$ cat src/rtl/alu_issue_ctrl_pkg.sv
// alu_issue_ctrl_pkg: ALU op codes and issue FSM state encodings
package alu_issue_ctrl_pkg;
    localparam logic [3:0] OP_ADD   = 4'd0;
    localparam logic [3:0] OP_SUB   = 4'd1;
    localparam logic [3:0] OP_AND   = 4'd2;
    localparam logic [3:0] OP_OR    = 4'd3;
    localparam logic [3:0] OP_NOT   = 4'd4;
    localparam logic [3:0] OP_XOR   = 4'd5;
    localparam logic [3:0] OP_NOR   = 4'd6;
    localparam logic [3:0] OP_SHL   = 4'd7;
    localparam logic [3:0] OP_SHR   = 4'd8;
    localparam logic [3:0] OP_ASR   = 4'd9;
    localparam logic [3:0] OP_ROL   = 4'd10;
    localparam logic [3:0] OP_ROR   = 4'd11;
    localparam logic [3:0] OP_EQ    = 4'd12;
    localparam logic [3:0] OP_LOADI = 4'd15;
    typedef enum logic [1:0] {
        ST_IDLE = 2'd0,
        ST_EXEC = 2'd1,
        ST_WB   = 2'd2
    } state_e;
endpackage

$ cat src/rtl/alu_issue_ctrl_regfile.sv
// alu_regfile: register file with one write port, two operand reads and a debug read
module alu_regfile
    import alu_issue_ctrl_pkg::*;
#(
    parameter int DATA_W = 8,
    parameter int REG_N  = 8,
    parameter int ADDR_W = 3
) (
    input  logic              clk,
    input  logic              rst,
    input  logic              we_i,
    input  logic [ADDR_W-1:0] waddr_i,
    input  logic [DATA_W-1:0] wdata_i,
    input  logic [ADDR_W-1:0] raddr1_i,
    input  logic [ADDR_W-1:0] raddr2_i,
    input  logic [ADDR_W-1:0] raddr3_i,
    output logic [DATA_W-1:0] rdata1_o,
    output logic [DATA_W-1:0] rdata2_o,
    output logic [DATA_W-1:0] rdata3_o
);
    logic [DATA_W-1:0] mem_q [REG_N];

    always_ff @(posedge clk or posedge rst) begin
        if (rst) begin
            for (int i = 0; i < REG_N; i++) mem_q[i] <= '0;
        end else if (we_i) begin
            mem_q[waddr_i] <= wdata_i;
        end
    end

    assign rdata1_o = mem_q[raddr1_i];
    assign rdata2_o = mem_q[raddr2_i];
    assign rdata3_o = mem_q[raddr3_i];
endmodule

$ cat src/rtl/alu_issue_ctrl.sv
// alu_issue_ctrl: issues one instruction at a time to an external combinational ALU
// and writes its result back to the local register file and carry flag.
module alu_issue_ctrl
    import alu_issue_ctrl_pkg::*;
#(
    parameter int DATA_W = 8,
    parameter int REG_N  = 8,
    parameter int ADDR_W = 3
) (
    input  logic              clk,
    input  logic              rst,
    input  logic              in_valid,
    output logic              in_ready,
    input  logic [3:0]        in_op,
    input  logic [ADDR_W-1:0] in_rd,
    input  logic [ADDR_W-1:0] in_rs1,
    input  logic [ADDR_W-1:0] in_rs2,
    input  logic [DATA_W-1:0] in_imm,
    output logic [3:0]        alu_ctrl,
    output logic [DATA_W-1:0] alu_x,
    output logic [DATA_W-1:0] alu_y,
    input  logic [DATA_W-1:0] alu_out,
    input  logic              alu_carry,
    output logic              wb_valid,
    output logic [ADDR_W-1:0] wb_addr,
    output logic [DATA_W-1:0] wb_data,
    output logic              wb_carry,
    output logic              carry_flag,
    input  logic [ADDR_W-1:0] rd_addr,
    output logic [DATA_W-1:0] rd_data
);
    state_e            state_q, state_d;
    logic              xfer, is_loadi, op_go;
    logic [ADDR_W-1:0] rd_q, rd_d;
    logic [DATA_W-1:0] res_q, res_d, x_q, x_d, y_q, y_d, rs1_data, rs2_data;
    logic [3:0]        ctrl_q, ctrl_d;
    logic              cy_q, cy_d, flag_q, flag_d;

    assign xfer     = in_valid && in_ready;
    assign is_loadi = in_op == OP_LOADI;
    assign op_go    = xfer && !is_loadi;

    always_ff @(posedge clk or posedge rst) begin
        if (rst) state_q <= ST_IDLE;
        else     state_q <= state_d;
    end

    always_comb begin
        state_d = (state_q == ST_IDLE) ? (xfer ? (is_loadi ? ST_WB : ST_EXEC) : ST_IDLE) :
                  (state_q == ST_EXEC) ? ST_WB : ST_IDLE;
    end

    always_comb begin
        in_ready = state_q == ST_IDLE;
        wb_valid = state_q == ST_WB;
    end

    // LOADI bypasses the ALU; EXEC captures the ALU's combinational result
    always_comb begin
        rd_d   = xfer ? in_rd : rd_q;
        res_d  = (xfer && is_loadi) ? in_imm : (state_q == ST_EXEC) ? alu_out : res_q;
        cy_d   = (xfer && is_loadi) ? 1'b0 : (state_q == ST_EXEC) ? alu_carry : cy_q;
        ctrl_d = op_go ? in_op : ctrl_q;
        x_d    = op_go ? rs1_data : x_q;
        y_d    = op_go ? rs2_data : y_q;
        flag_d = wb_valid ? cy_q : flag_q;
    end

    always_ff @(posedge clk or posedge rst) begin
        if (rst) begin
            rd_q   <= '0;
            res_q  <= '0;
            cy_q   <= 1'b0;
            ctrl_q <= '0;
            x_q    <= '0;
            y_q    <= '0;
            flag_q <= 1'b0;
        end else begin
            rd_q   <= rd_d;
            res_q  <= res_d;
            cy_q   <= cy_d;
            ctrl_q <= ctrl_d;
            x_q    <= x_d;
            y_q    <= y_d;
            flag_q <= flag_d;
        end
    end

    alu_regfile #(.DATA_W(DATA_W), .REG_N(REG_N), .ADDR_W(ADDR_W)) u_rf (
        .clk      (clk),
        .rst      (rst),
        .we_i     (wb_valid),
        .waddr_i  (rd_q),
        .wdata_i  (res_q),
        .raddr1_i (in_rs1),
        .raddr2_i (in_rs2),
        .raddr3_i (rd_addr),
        .rdata1_o (rs1_data),
        .rdata2_o (rs2_data),
        .rdata3_o (rd_data)
    );

    assign alu_ctrl   = ctrl_q;
    assign alu_x      = x_q;
    assign alu_y      = y_q;
    assign wb_addr    = rd_q;
    assign wb_data    = res_q;
    assign wb_carry   = cy_q;
    assign carry_flag = flag_q;
endmodule

$ cat config.mk
export PLATFORM = sky130hd
export DESIGN_NAME = alu_issue_ctrl
export DESIGN_NICKNAME = d
export VERILOG_FILES = /design/src/rtl/alu_issue_ctrl_pkg.sv /design/src/rtl/alu_issue_ctrl_regfile.sv /design/src/rtl/alu_issue_ctrl.sv
export SDC_FILE = /design/constraint.sdc
export NUM_CORES = 1
export LEC_CHECK = 0
export ABC_CLOCK_PERIOD_IN_PS = 4900
export BUFFER_PORTS_ARGS = -buffer_cell sky130_fd_sc_hd__buf_2
export CORE_AREA = 10 10 151 153
export DETAILED_ROUTE_END_ITERATION = 10
export DIE_AREA = 0 0 161 163
export GPL_ROUTABILITY_DRIVEN = 0
export MAX_ROUTING_LAYER = met4
export PLACE_DENSITY = 0.54
export SLEW_MARGIN = 20
export SYNTH_ARGS = -nofsm -noshare
export SYNTH_HDL_FRONTEND = slang
export SYNTH_SLANG_ARGS = --single-unit
export TNS_END_PERCENT = 30
$ cat constraint.sdc
create_clock -name clk -period 4.9 [get_ports clk]
set_input_delay 0 -clock clk [delete_from_list [all_inputs] [get_ports clk]]
set_output_delay 0 -clock clk [all_outputs]
set_load 0.02 [all_outputs]
# [After elaboration in Yosys (flattened, before gate mapping)]
# Index checks and enable logic that the tools add are counted.
[op_classes] n_reduce_logical=7 n_lt_le_gt_ge=5 mux=20 eq_ne=3 bitwise=4
[op_table] op="8-bit binary-select mux with 3-bit select" count=3
[op_table] op="8-bit two-way mux" count=9
[op_table] op="64-bit bitwise mux" count=1
[op_table] op="8-bit demux with 3-bit select" count=1
[op_table] op="4-bit >= comparator (second input constant)" count=4
[op_table] op="3-bit NOT with 4-bit output" count=4
[op_table] op="2-bit two-way mux" count=4
[op_table] op="4-bit == test (second input constant)" count=1
[op_table] op="1-bit logical AND" count=4
[op_table] op="4-bit by 1-bit < comparator with 1-bit output (second input constant)" count=1
[op_table] op="2-bit by 1-bit == test with 1-bit output (second input constant)" count=1
[op_table] op="2-bit == test (second input constant)" count=1
[op_table] op="2-bit logical NOT" count=1
[op_table] op="1-bit two-way mux" count=2
[op_table] op="2-bit nonzero test" count=1
[op_table] op="1-bit logical NOT" count=1
[word_totals] out_inout_bits=43 reg_bits=99

# [Longest topological paths before layout]
# Gate-level depths: netlist of the first run.
[logic_depth] ltp_word=6 ltp_mapped=5 mapped_depth_nobuf=3

# [Cells and area by module]
# A second synthesis of the first run with hierarchy kept.
[unflattened] hier_cells=323 area_unflattened_um2=5555.3
[modules_own_cells] mod="alu_regfile" instances=1 area_each_um2=4082.7 seq_area_each_um2=1601.5 cells_per_inst=231
[modules_own_cells] mod="alu_issue_ctrl" instances=1 area_each_um2=1472.7 seq_area_each_um2=875.8 cells_per_inst=92

# [Least setup slack after synthesis of the first run]
# OpenSTA, ideal clock, no wires.
[synth_path] kind="register -> register" from="register state_q[0]" to="register y_q[7], in the netlist alu_y[7]" path_slack_ns=3.176 arrival_ns=1.599 stages_incl_launch_ff=5 n_path_buf=1 t_required_ns=4.775 period_less_slack_ns=1.724 cell_sequence="dfrtp_1 -> or3b_1 -> nor2_1 -> buf_4 -> mux2_2"
[synth_between] elab_chain_len=3
[synth_lines] element="start, declared" line="alu_issue_ctrl.sv:32" text="state_e state_q, state_d;"
[synth_lines] element="start signal, assigned" line="alu_issue_ctrl.sv:45" text="else state_q <= state_d;"
[synth_lines] element="2-bit logical NOT" line="alu_issue_ctrl.sv:54" text="in_ready = state_q == ST_IDLE;"
[synth_lines] element="1-bit logical AND" line="alu_issue_ctrl.sv:39" text="assign xfer = in_valid && in_ready;"
[synth_lines] element="1-bit logical AND" line="alu_issue_ctrl.sv:41" text="assign op_go = xfer && !is_loadi;"
[synth_lines] element="end signal, assigned" line="alu_issue_ctrl.sv:84" text="y_q <= y_d;"
[synth_lines] element="end, declared" line="alu_issue_ctrl.sv:35" text="logic [DATA_W-1:0] res_q, res_d, x_q, x_d, y_q, y_d, rs1_data, rs2_data;"
# Every way passes these cells.
# A chain may end at the register's enable or synchronous reset.

# [Worst setup path in the final report of the first run]
[layout_path] from="register state_q[0]" to="register res_q[2], in the netlist wb_data[2]"
[layout_between] elab_chain_len=4 elab_cells_between_ends=6
[layout_lines] element="2-bit logical NOT" line="alu_issue_ctrl.sv:54"
[layout_lines] element="1-bit logical AND" line="alu_issue_ctrl.sv:39"
[layout_lines] element="1-bit logical AND" line="alu_issue_ctrl.sv:61" text="res_d = (xfer && is_loadi) ? in_imm : (state_q == ST_EXEC) ? alu_out : res_q;"
[layout_lines] element="8-bit two-way mux or 2-bit nonzero test (tied branches)"
[layout_lines] element="end signal, assigned" line="alu_issue_ctrl.sv:80" text="res_q <= res_d;"
[layout_lines] element="end, declared" line="alu_issue_ctrl.sv:35"
# Several ways; a longest one is shown, not always the timed one.

==> results of run 1 <==
power breakdown:
group / switching [µW] / leakage (µW) / internal (µW)
registers: 384 / 0.00126 / 1170
clock network: 323 / 0.000147 / 446
logic: 539 / 0.00155 / 809
routing by layer:
| layer | up-vias | routed length (µm) | track usage |
|---|---|---|---|
| li1 | 1484 | - | - |
| met1 | 1752 | 6840 | 0.152 |
| met2 | 98 | 6740 | 0.171 |
| met3 | 12 | 734 | 0.0324 |
| met4 | 0 | 140 | 0.0314 |
| met5 | - | 0 | - |
kinds of logic (layout without fill, tap and decap cells):
kind of cell,after synthesis,in the layout
DFF,99,99
and+or+nand+nor,29,29
muxes,160,160
buffers and inverters,24,123
AOI/OAI and AO/OA,12,12
worst reg2reg max path: cells and delay by family (launching register included):
| kind | cells | cell delay (ns) |
|---|---|---|
| AO/OA/AOI/OAI | 2 | 0.64 |
| flip-flops | 1 | 0.47 |
| buffers and inverters | 1 | 0.56 |
| AND/OR/NAND/NOR | 1 | 0.59 |
area by class of cell:
type                       count  area [µm²]
fill                        1980       13400
sequential                    99        2480
tap                          270         338
clock inverter                 7        92.6
timing repair buffer         105         656
multi-input combinational    201        2760
inverter                       2        10.0
clock buffer                   9         225
cell usage in the layout, fill, tap and decap left out, types with 2 or more instances in the layout:
cell / n
a221o_1: 6
nor2_1: 3
clkinvlp_4: 3
mux2i_1: 3
dlygate4sd3_1: 25
mux4_1: 18
nor3b_2: 4
clkbuf_16: 9
dfrtp_1: 99
nand3_1: 3
mux2_2: 95
nand3b_1: 3
nor2b_1: 2
o21ai_0: 2
o22a_1: 3
nor2_2: 2
buf_2: 78
buf_4: 2
and2_1: 7
bufinv_16: 2
nand2_1: 2
clkinv_2: 2
mux4_2: 30
mux2_4: 14
flip-flops by register name, indices dropped and copies added (netlist names):
name	count
carry_flag	1
wb_carry	1
u_rf.mem_q	64
alu_ctrl	4
wb_data	8
wb_addr	3
alu_y	8
alu_x	8
state_q	2
stage by stage:
step / setup WS (ns) / power (µW) / cell area [µm²] / util
after floorplan: 2.31 / 2440 / 5410 / -
after global placement: 2.90 / 2840 / 5990 / 0.301
after detailed placement: 2.85 / 2890 / 5990 / 0.301
after CTS: 2.56 / 3710 / 6560 / 0.329
after global routing: 2.35 / 3880 / 6560 / 0.329
final: 2.52 / 3670 / 6560 / 0.329
how the worst max path moves through the flow:
stage | start | to | cells after the start
floorplan | rst | alu_ctrl[0] | 1
global placement | state_q[0] | alu_y[7] | 4
detailed placement | state_q[0] | alu_y[7] | 4
CTS | state_q[0] | wb_data[2] | 4
global route | state_q[0] | wb_data[2] | 4
finish | state_q[0] | wb_data[2] | 4
what timing repair did:
| item | in CTS | in global routing |
|---|---|---|
| hold endpoints to repair | 67 | 0 |
| endpoints found under the setup margin | 0 | 0 |
| hold buffers | 25 | 0 |
==> run metrics, run 1 <==
total number of vias between 3000 and 4000; crit path cell chain nor2b_1 -> a21oi_1 -> a221o_1 -> dlygate4sd3_1; MaxCap Viol Count 0; largest delay contributor family on the critical path compound AO/OA/AOI/OAI gates; CP Capture Type register; CORE AREA 0.0199 mm²; global-route wire length before repair 22200 µm; WHS 0.161 ns; Data arrival, critical path 2.61 ns; Synth Net Count 360; mux cell area share after synthesis 0.454; Finished Layout Cells 693; input/output buffers a little under 80; Hold Crit Class in2reg; GR Overflow Total 0; largest family of logic cells by synthesized area multiplexers; die footprint 0.0262 mm²; status finished, final reports clean; clk slew on worst S/H paths 0.06 ns; clock sinks 99; Antenna Nets Post-Route 0; layout cell share with drive strength beyond 1 0.572; R2R Path End wb_data[2]; final hold vios 0; post-synthesis async set-or-reset flop share 1.00; Buf+Inv Stages, Crit Path 1; CP max FO 10; Startpoint Class register; largest stage delay on the critical path 0.59 ns; ant diodes 0; synth cell count leaders 99 x dfrtp_1, 95 x mux2_2, 30 x mux4_2; DRT Pass-1 Iters 4; vias in the first global route roughly 3600; Max Clk Rate 421 MHz; # IOs 79; top cell type by total area after synthesis dfrtp_1; leakage dissipation 0.00296 µW; mapped cell area 0.00541 mm²; Final setup viols 0; Max IR drop VDD between 0.0002 and 0.00025 V; count leader, synth dfrtp_1; WL final 14500 µm; Tcrit/Tclk final 0.485; library cells used by synthesis 28; CTS root buf clkbuf_16; Post-CTS Setup Bufs 0; drt wl/cell 20.9 µm; top-area cell type share of the netlist area 0.458; H-Tree Depth 3; cells after synthesis 324; RR Startpoint state_q[0]; sequential area share after synthesis 0.458; R2R cell count 4; Hold Path End alu_ctrl[2]; Die Ht 163 µm; worst skew pair latency between 0.3 and 0.4 ns; Resized Gates After CTS 0; DRC viols 0; DP HPWL 9860 µm; worst endpoint required time 5.13 ns; Hold Crit Depth 3; Synth Area in Compound Gates 0.0187; simple logic cell fraction of the synthesized area 0.0363; largest cells by area after synthesis dfrtp_1 46%, mux2_2 20%, mux4_2 12%; Synth Area in XOR/XNOR 0; CTS tree yes; Detailed Route Iter0 Violations 169; via-per-instance ratio 4.83; # nets final 454; setup TNS 0 ns; RSZ-0062 raised after global routing false; antenna violations before repair 0; CTS buffer count 9; reg-to-reg setup timing slack 2.52 ns; Syn. warnings 0; clock skew ~0.0069 ns; pin count of the biggest net entering global routing 53; Rows 52; Final Max Tran Viols 0; Primary FF master, synth dfrtp_1; critical path type reg2reg; Tot GR Track Use 0.116; Period minus WS final 2.38 ns; dpl cells 652; initial core utilization 0.272; #FFs+latches synth 99; worst hold path startpoint in_valid; Post-synth EDFFs 0; Synth Area per Inst 16.7 µm²; Slew HR 0.531; Least-Margin Pin Slew 0.702 ns; post-synthesis adder-cell area fraction 0; clk buf depth 2; slowest stage cell, crit path nor2b_1; Layout Area Growth over Synthesis 21.1%; Pwr Density roughly 560 mW/mm²; Die X 161 µm
No activity file was read; power rests on OpenSTA's default activity.
==> inputs of run 2 (changes only) <==
ABC_AREA = 1   (was default)
ABC_CLOCK_PERIOD_IN_PS = 1920   (was 4900)
CORE_AREA = 10 10 153 155   (was 10 10 151 153)
DIE_AREA = 0 0 163 165   (was 0 0 161 163)
PLACE_DENSITY = 0.56   (was 0.54)
clock period = 1.92 ns   (was 4.9 ns; I/O delays follow)
==> run 2 against run 1 <==
- synthesized cell count rose to 2.5 times the previous value
- routed wire length increased by 31%
- highest routed layer unchanged
- cell count up 69%
- die area up 2.5%
- clock-buffer cell count is 2 higher
- area after synthesis grew 3.5%
- sequential cell count is the same
==> run metrics, run 2 <==
worst hold path startpoint alu_out[1]; post-synthesis async set-or-reset flop share 1.00; die footprint about 0.027 mm²; Data arrival, critical path 1.85 ns; Pwr Density 1280 mW/mm²; reg-to-reg setup timing slack 0.31 ns; H-Tree Depth 3; Period minus WS final roughly 1.6 ns; Synth Net Count ~850; Syn. warnings 0; ant diodes 0; Hold Path End wb_data[1]; Post-synth EDFFs 0; largest stage delay on the critical path 0.43 ns; cells after synthesis 817; pin count of the biggest net entering global routing 100; Detailed Route Iter0 Violations 601; CTS root buf clkbuf_16; critical path type reg2reg; RR Startpoint state_q[0]; DP HPWL ~14000 µm; CP Capture Type register; leakage dissipation approximately 0.0035 µW; crit path cell chain nor2_2 -> nand2_2 -> nor2_2 -> nor2_2 -> nand2_1 -> nand3_1; largest delay contributor family on the critical path simple AND/OR/NAND/NOR gates; Die Ht around 170 µm; Slew HR 0.595; CTS buffer count 9; hold_buf cts 23; status finished, final reports clean; clock skew between 0.004 and 0.005 ns; synth cell count leaders 299 x nand2_1, 119 x nand3_1, 99 x dfrtp_1; clock sinks 99; top cell type by total area after synthesis dfrtp_1; DRT Pass-1 Iters 6; setup TNS 0 ns; slowest stage cell, crit path nor2_2; Biggest register u_rf.mem_q; drt wl/cell approximately 16 µm; mapped cell area 0.00561 mm²; CP max FO 10; RSZ-0062 raised after global routing false; max reg flops 64; vias in the first global route 5283; Max IR drop VDD 0.000345 V; Max Clk Rate between 600 and 700 MHz; Tcrit/Tclk final 0.839; largest cells by area after synthesis dfrtp_1 44%, nand2_1 20%, nand3_1 11%; # nets final 934; DP Area ~0.0063 mm²; Hold Crit Depth 5; Synth Area per Inst 6.86 µm²; CTS tree yes; clk slew on worst S/H paths 0.07 ns; sequential area share after synthesis 0.442; Startpoint Class register; worst skew pair latency 0.35 ns; antenna violations before repair 1; via-per-instance ratio 4.76; Primary FF master, synth dfrtp_1; commonest non-fill, non-tap cells in the layout 299 x nand2_1, 119 x nand3_1, 99 x dfrtp_1, 87 x inv_1, 78 x buf_2; initial core utilization 0.278; # IOs 79; fin area 0.00681 mm²; WL final 19000 µm; CORE AREA 0.0202 mm²; critical path depth in cells 6; clk buf depth 2; Buf+Inv Stages, Crit Path 0; worst endpoint required time about 2.2 ns; library cells used by synthesis 19; Rows 52; Layout Area Growth over Synthesis 21.4%; count leader, synth nand2_1; DRC viols 0; R2R cell count 6; input/output buffers ~80; Tot GR Track Use 0.146; R2R Path End wb_data[7]; layout cell share with drive strength beyond 1 0.140; MaxCap Viol Count 0; GR Overflow Total 0; total number of vias 5581; Least-Margin Pin Slew about 0.61 ns; Resized Gates After CTS 0; global-route wire length before repair slightly above 30000 µm; Hold Crit Class in2reg; #FFs+latches synth 99; final hold vios 0; Die X 163 µm; Antenna Nets Post-Route 0; Final setup viols 0; top-area cell type share of the netlist area 0.442; cell mode on critical path nor2_2; Post-CTS Setup Bufs 0; most common cell after layout, fill and taps aside nand2_1; Final Max Tran Viols 0
-- run 2: cell types whose count changed in the layout (fill, tap and decap cells not counted), moves of 6 or more --
cell	delta
inv_1	+86
mux2_4	-14
a21oi_1	+31
mux4_2	-30
a221o_1	-6
and2_1	-7
o21ai_0	+73
nand2_1	+297
buf_4	+9
nor2_1	+13
mux4_1	-18
o21ai_1	+25
nand3_1	+116
mux2_2	-95
-- run 2: how the worst max path moves through the flow --
stage / start / to / slack [ns]
global placement: state_q[0] / u_rf.mem_q[37] / 0.37
finish: state_q[0] / wb_data[7] / 0.31
CTS: state_q[0] / u_rf.mem_q[37] / 0.30
detailed placement: state_q[0] / wb_data[5] / 0.32
floorplan: state_q[0] / wb_data[2] / 0.43
global route: state_q[0] / wb_data[7] / 0.11
-- run 2: cells by family after synthesis --
kind of cell,Yosys count,synth area share
AOI/OAI and AO/OA,132,0.118
DFF,99,0.442
buffers and inverters,136,0.0960
and+or+nand+nor,450,0.344
-- run 2: report_power, final --
group          leakage, µW  internal, µW  switching (µW)  total [µW]
combinational      0.00208          1020            2230        3250
sequential         0.00128          2880             652        3530
clock             0.000153          1090             837        1920
total              0.00350          4990            3720        8710
-- run 2: through the flow --
step / utilization / hold slack [ns] / power, µW / std cells / setup WS, ns
finish: 0.337 / 0.0133 / 8710 / 1172 / 0.309
global route: 0.337 / 0.0687 / 9350 / 1172 / 0.106
CTS: 0.337 / 0.0167 / 8740 / 1172 / 0.303
detailed placement: 0.311 / 0.195 / 6760 / 1134 / 0.316
global placement: 0.311 / 0.198 / 6710 / 1134 / 0.373
floorplan: - / 0.110 / 5530 / 817 / 0.434
-- run 2: worst min-delay path: cells and delay by family --
family          cells  cell delay (ns)
simple gates        3             0.18
buf+inv             1             0.08
compound gates      1             0.06
-- run 2: cell type report --
class,instances,area (µm²)
Clock buffer,11,253
Clock inverter,4,56.3
Fill cell,2176,13400
Inverter,92,349
Multi-Input combinational cell,582,2590
Sequential cell,99,2480
Tap cell,270,338
Timing Repair Buffer,114,743
-- run 2: layer usage --
metal / up-vias / routed length [µm] / GRT usage
met5: - / 0 / -
met4: 0 / 182 / 0.0377
met3: 20 / 1350 / 0.0289
met2: 213 / 8490 / 0.220
met1: 2588 / 8970 / 0.196
li1: 2760 / - / -
